File: src/rtl/mad_pkg.sv
// Shared types and encodings for the MAD pipeline controller.
package mad_pkg;

    typedef enum logic [2:0] {
        StRun,
        StStall,
        StRetWait,
        StDrain,
        StPushPc,
        StPushFl,
        StVector
    } state_e;

    localparam logic [1:0] PC_SEL_SEQ = 2'd0;
    localparam logic [1:0] PC_SEL_BR  = 2'd1;
    localparam logic [1:0] PC_SEL_VEC = 2'd2;
    localparam logic [1:0] PC_SEL_POP = 2'd3;

    // Counter must hold both the drain length and the return latency.
    function automatic int unsigned cnt_width(int unsigned num_stages, int unsigned ret_lat);
        int unsigned m;
        m = (num_stages > ret_lat) ? num_stages : ret_lat;
        return $clog2(m + 1);
    endfunction

endpackage

File: src/rtl/mad_down_counter.sv
// Loadable down-counter with zero flag, shared by the RET wait and interrupt drain.
module mad_down_counter #(
    parameter int unsigned WIDTH = 3
) (
    input  logic             clk,
    input  logic             rst_n,
    input  logic             load,
    input  logic [WIDTH-1:0] load_val,
    input  logic             dec,
    output logic [WIDTH-1:0] count,
    output logic             zero
);

    logic [WIDTH-1:0] count_q;

    always_ff @(posedge clk or negedge rst_n) begin
        if (!rst_n) begin
            count_q <= '0;
        end else if (load) begin
            count_q <= load_val;
        end else if (dec && (count_q != '0)) begin
            count_q <= count_q - WIDTH'(1);
        end
    end

    assign count = count_q;
    assign zero  = (count_q == '0);

endmodule

File: src/rtl/mad_pipeline_ctrl.sv
// Central pipeline controller: stalls, branch flushes, RET/RTI waits and interrupt entry.
module mad_pipeline_ctrl
    import mad_pkg::*;
#(
    parameter int unsigned NUM_STAGES = 4,
    parameter int unsigned BR_STAGE   = 2,
    parameter int unsigned LU_STAGE   = 1,
    parameter int unsigned RET_LAT    = 3
) (
    input  logic                  Clk,
    input  logic                  Rst,
    input  logic                  Int,
    input  logic                  ld_use,
    input  logic                  br_taken,
    input  logic                  ret_dec,
    output logic                  pc_en,
    output logic [1:0]            pc_sel,
    output logic [NUM_STAGES-1:0] stage_en,
    output logic [NUM_STAGES-1:0] stage_flush,
    output logic                  push_pc,
    output logic                  push_flags,
    output logic                  save_tgt,
    output logic                  int_ack,
    output logic                  busy
);

    localparam int unsigned CNT_W = cnt_width(NUM_STAGES, RET_LAT);

    localparam logic [NUM_STAGES-1:0] BR_MASK = NUM_STAGES'((64'd1 << BR_STAGE) - 64'd1);
    localparam logic [NUM_STAGES-1:0] LU_HOLD = NUM_STAGES'((64'd1 << LU_STAGE) - 64'd1);
    localparam logic [NUM_STAGES-1:0] LU_BIT  = NUM_STAGES'(64'd1 << LU_STAGE);
    localparam logic [NUM_STAGES-1:0] IF_BIT  = NUM_STAGES'(1);

    if (BR_STAGE >= NUM_STAGES || LU_STAGE >= NUM_STAGES || RET_LAT < 1) begin : g_param_check
        $error("mad_pipeline_ctrl: illegal BR_STAGE/LU_STAGE/RET_LAT");
    end

    state_e           state_q, state_d;
    logic             save_tgt_q, save_tgt_d;
    logic             cnt_load, cnt_dec, cnt_zero;
    logic [CNT_W-1:0] cnt_val, cnt_count;

    mad_down_counter #(
        .WIDTH (CNT_W)
    ) u_cnt (
        .clk      (Clk),
        .rst_n    (Rst),
        .load     (cnt_load),
        .load_val (cnt_val),
        .dec      (cnt_dec),
        .count    (cnt_count),
        .zero     (cnt_zero)
    );

    always_comb begin
        state_d     = state_q;
        save_tgt_d  = save_tgt_q;
        cnt_load    = 1'b0;
        cnt_val     = '0;
        cnt_dec     = 1'b0;
        pc_en       = 1'b1;
        pc_sel      = PC_SEL_SEQ;
        stage_en    = '1;
        stage_flush = '0;
        push_pc     = 1'b0;
        push_flags  = 1'b0;
        int_ack     = 1'b0;

        unique case (state_q)
            StRun: begin
                if (br_taken) begin
                    stage_flush = BR_MASK;
                    pc_sel      = PC_SEL_BR;
                end else if (ret_dec) begin
                    pc_en       = 1'b0;
                    stage_flush = IF_BIT;
                    cnt_load    = 1'b1;
                    cnt_val     = CNT_W'(RET_LAT - 1);
                    state_d     = StRetWait;
                end else if (ld_use) begin
                    pc_en       = 1'b0;
                    stage_en    = ~LU_HOLD;
                    stage_flush = LU_BIT;
                    state_d     = StStall;
                end else if (Int) begin
                    pc_en       = 1'b0;
                    stage_flush = IF_BIT;
                    cnt_load    = 1'b1;
                    cnt_val     = CNT_W'(NUM_STAGES - 1);
                    state_d     = StDrain;
                end
            end
            StStall: begin
                state_d = StRun;
            end
            StRetWait: begin
                pc_en       = 1'b0;
                stage_flush = IF_BIT;
                if (cnt_zero) begin
                    pc_sel  = PC_SEL_POP;
                    pc_en   = 1'b1;
                    state_d = StRun;
                end else begin
                    cnt_dec = 1'b1;
                end
            end
            StDrain: begin
                pc_en       = 1'b0;
                stage_flush = IF_BIT;
                cnt_dec     = !cnt_zero;
                // A branch resolving mid-drain means the return address is its target.
                if (br_taken) begin
                    stage_flush = BR_MASK | IF_BIT;
                    save_tgt_d  = 1'b1;
                end
                if (cnt_count <= CNT_W'(1)) begin
                    state_d = StPushPc;
                end
            end
            StPushPc: begin
                push_pc  = 1'b1;
                stage_en = '0;
                pc_en    = 1'b0;
                state_d  = StPushFl;
            end
            StPushFl: begin
                push_flags = 1'b1;
                stage_en   = '0;
                pc_en      = 1'b0;
                state_d    = StVector;
            end
            StVector: begin
                pc_sel     = PC_SEL_VEC;
                int_ack    = 1'b1;
                save_tgt_d = 1'b0;
                state_d    = StRun;
            end
            default: begin
                state_d = StRun;
            end
        endcase
    end

    always_ff @(posedge Clk or negedge Rst) begin
        if (!Rst) begin
            state_q    <= StRun;
            save_tgt_q <= 1'b0;
        end else begin
            state_q    <= state_d;
            save_tgt_q <= save_tgt_d;
        end
    end

    assign save_tgt = save_tgt_q;
    assign busy     = (state_q != StRun);

endmodule
File: config.mk
export PLATFORM = sky130hd
export DESIGN_NAME = mad_pipeline_ctrl
export DESIGN_NICKNAME = d
export VERILOG_FILES = /design/src/rtl/mad_pkg.sv /design/src/rtl/mad_down_counter.sv /design/src/rtl/mad_pipeline_ctrl.sv
export SDC_FILE = /design/constraint.sdc
export NUM_CORES = 1
export LEC_CHECK = 0
export ABC_AREA = 0
export BUFFER_PORTS_ARGS = -buffer_cell sky130_fd_sc_hd__buf_2
export CAP_MARGIN = 20
export CORE_MARGIN = 5
export CORE_UTILIZATION = 30
export CTS_CLUSTER_DIAMETER = 150
export DETAILED_ROUTE_END_ITERATION = 7
export SLEW_MARGIN = 20
export SYNTH_ARGS = -nofsm -noshare
export SYNTH_HDL_FRONTEND = slang
export SYNTH_HIERARCHICAL = 1
export SYNTH_SLANG_ARGS = --single-unit
File: constraint.sdc
create_clock -name Clk -period 2.6 [get_ports Clk]
set_input_delay 0.26 -clock Clk [delete_from_list [all_inputs] [get_ports Clk]]
set_output_delay 0.26 -clock Clk [all_outputs]
set_load 0.02 [all_outputs]
==> results.md <==
* Period utilization at 78.54%
* Post-synthesis sequential area ratio at 27.56%
* # diodes at 0
* Int Pwr at 0.0005060 W
* Sink Count at 7
* Most frequent cells in the layout: buf_2 (19), dfrtp_1 (7), inv_1 (5), nand2_1 (5)
* Maximum number of pins on one net before global-route repair at 15
* Initial Util at 32.07%
* Comb power frac at 65.6%
* Layout cells sized above 1 at 31.52%
* Capturing point of the worst reg2reg path: u_cnt/count[0]
* Crit-path max FO at 8
* Global-route wire length before repair at 2449 µm
* GRT Util Overall at 9.710%
* Reg2reg setup slack at 0.66 ns
* Reg power frac at 24.7%
* Yosys cell types at 34
* Via total after detailed routing at 568
* Final std cells w/o fill at 119
* Initial antenna violation count at 0
* Final GP Congestion at 0.6842
* Clock skew at 0.001264 ns
* Sw Pwr at 0.0005408 W
* Post-Place Cells at 114
* Area of the die at 0.003139 mm²
* #FFs+latches synth at 7
* Grt total ovfl at 0
* Hold Violations, Final at 0
* Hold Crit Start: br_taken
* Row count at 16
* Maximum root-to-sink buffer count at 2
* Die height at 56.03 µm
* Worst EP required at 2.34 ns
* Routed wire length at 1431 µm
* Fmax at 489.7 MHz
* Pwr dens at 1399 mW/mm²
* CTS tree: built
* First-pass iteration count of the detailed router at 4
* Antenna Nets Post-Route at 0
* Clk slew on worst S/H paths at 0.05 ns
* Drt initial violations at 4
* Sw frac at 51.66%
* RR Startpoint: state_q[0]
* Startpoint types: flop
* Crit path DAT at 1.78 ns
* CP peak stage delay at 0.41 ns
* Clk pwr share at 9.7%
* Synth-to-Final Area Change at 17.72%
* Mapped Cells at 74
* Worst-path cell chain: inv_1 > ha_1 > ha_1 > mux2i_1 > nor3_1 > nand3b_1 > buf_2
* Max VDD drop at 0.5688 mV
* Final Setup Violations at 0
* Final Worst Setup Slack at 0.5581 ns
* Setup TNS at 0 ns
* I/O pin cnt at 22
* Worst path slowest cell: dfrtp_1
* Worst Setup Slack post-DPL at 0.6730 ns
* Die extent in x at 56.03 µm
* Pins over their slew limit at 0
* Clock latency on the worst-skew pair at 0.25 ns
* Status: finished clean
* Mean Syn Cell Area at 8.589 µm²
* Max cap viols at 0
* Post_cts resized at 0
* Core area at 0.001982 mm²
* H-tree levels at 1
* Worst setup EP type: output pin
* DP HPWL at 1136 µm
* Vias per inst at 4.773
* Most used cell, CP: ha_1
* Critical path class: reg2out
* Hold Path Cell Cnt at 2
* Vias in the first global route at 535
* RSZ-0062 raised after global routing: no
* Worst R2R Path Depth at 5
* Remaining DRCs at 0
* Routed WL per cell at 12.03 µm
* Fill cells at 211
* Most common cell after layout, fill and taps aside: buf_2
* Layout Nets at 101
* Worst hold path type: in2reg
* Synthesized cell area at 635.6 µm²
* Clk root buf: clkbuf_4
* Pleak at 0.3497 nW
* Min Clock Period, post-route at 2.042 ns
* I/O Buffers at 19
* Sink of the worst hold path: state_q[1]
* Yosys warns at 6
* Total CTS buffers at 3
worst max-delay path, delay by kind of cell (launching register included):
kind	cells	cell delay, ns
mux	1	0.12
flops	1	0.41
buf+inv	2	0.23
simple gates	2	0.31
fa+ha+maj	2	0.46
cell families after synthesis:
group | synth area share [%]
AO/OA/AOI/OAI | 20.28
adder cells (fa/ha/maj) | 3.936
buffers and inverters | 13.58
flip-flops | 27.56
multiplexers | 1.575
other | 0.5900
AND/OR/NAND/NOR | 32.48
metal layers:
layer	up-vias	track usage [%]	wire, µm
met2	11	15.03	668
met4	0	2.034	12
met5	-	0	0
li1	296	-	-
met1	259	12.64	675
met3	2	3.944	75
worst max path at each step:
stage                         from              to  cells past startpoint
floorplan           u_cnt/count[1]           pc_en                      6
global route        u_cnt/count[1]           pc_en                      7
global placement        state_q[0]  u_cnt/count[0]                      5
finish              u_cnt/count[1]           pc_en                      7
CTS                 u_cnt/count[1]           pc_en                      7
detailed placement      state_q[0]  u_cnt/count[0]                      5
flip-flops by register name (all words and copies together), names as in the netlist:
| signal | cells |
|---|---|
| save_tgt | 1 |
| state_q | 3 |
| u_cnt/count | 3 |
metrics by stage:
stage	util [%]	power, W	area, µm²	hold WS [ns]
2_1_floorplan	-	0.0007960	643.1	-0.03559
3_3_place_gp	35.92	0.0009459	711.9	0.09832
3_5_place_dp	35.92	0.0009504	711.9	0.1002
4_1_cts	37.75	0.001057	748.2	0.3051
5_1_grt	37.75	0.001146	748.2	0.3189
6_report	37.75	0.001047	748.2	0.3010
cell type report:
type,instances,area [µm²],share of cell area (%)
clock buffers,4,26.28,3.512
well taps,27,33.78,4.515
flip-flops and latches,7,175.2,23.41
repair buffers,21,112.6,15.05
inverters,5,18.77,2.508
multi-input cells,55,381.6,51.00
power groups by stage:
stage	logic [W]	clock network, W	registers [W]
finish	0.000687	0.000102	0.000258
global placement	0.000690	0	0.000256
global route	0.000759	0.000112	0.000275
floorplan	0.000590	0	0.000206
detailed placement	0.000690	0	0.000260
CTS	0.000695	0.000104	0.000258
synthesized netlist by cell type, drive strengths merged:
| master | count | area [µm²] |
|---|---|---|
| a21oi | 4 | 20.02 |
| nor2b | 3 | 18.77 |
| conb | 1 | 3.750 |
| o211ai | 2 | 15.01 |
| a21o | 1 | 7.510 |
| nor3 | 4 | 20.02 |
| o21ai | 1 | 5.000 |
| buf | 9 | 67.56 |
| inv | 5 | 18.77 |
| a221o | 3 | 30.03 |
| o31ai | 3 | 27.52 |
| dfrtp | 7 | 175.2 |
| and3 | 1 | 6.260 |
| or3b | 1 | 8.760 |
| a211o | 1 | 8.760 |
| nor2 | 3 | 11.26 |
| and3b | 1 | 10.01 |
| nor4b | 3 | 26.28 |
| or3 | 2 | 17.52 |
| nor4 | 1 | 12.51 |
| and2b | 3 | 25.02 |
| nand3 | 1 | 5.000 |
| mux2i | 1 | 10.01 |
| nand2b | 3 | 18.77 |
| nand3b | 1 | 7.510 |
| ha | 2 | 25.02 |
| a31o | 1 | 8.760 |
| nand2 | 5 | 18.77 |
| a31oi | 1 | 6.260 |
timing repair:
item	4_1_cts	5_1_grt
hold buffers	1	0
endpoints found under the hold margin	7	0
setup buffers	0	0
(Power assumes the default switching activity.)
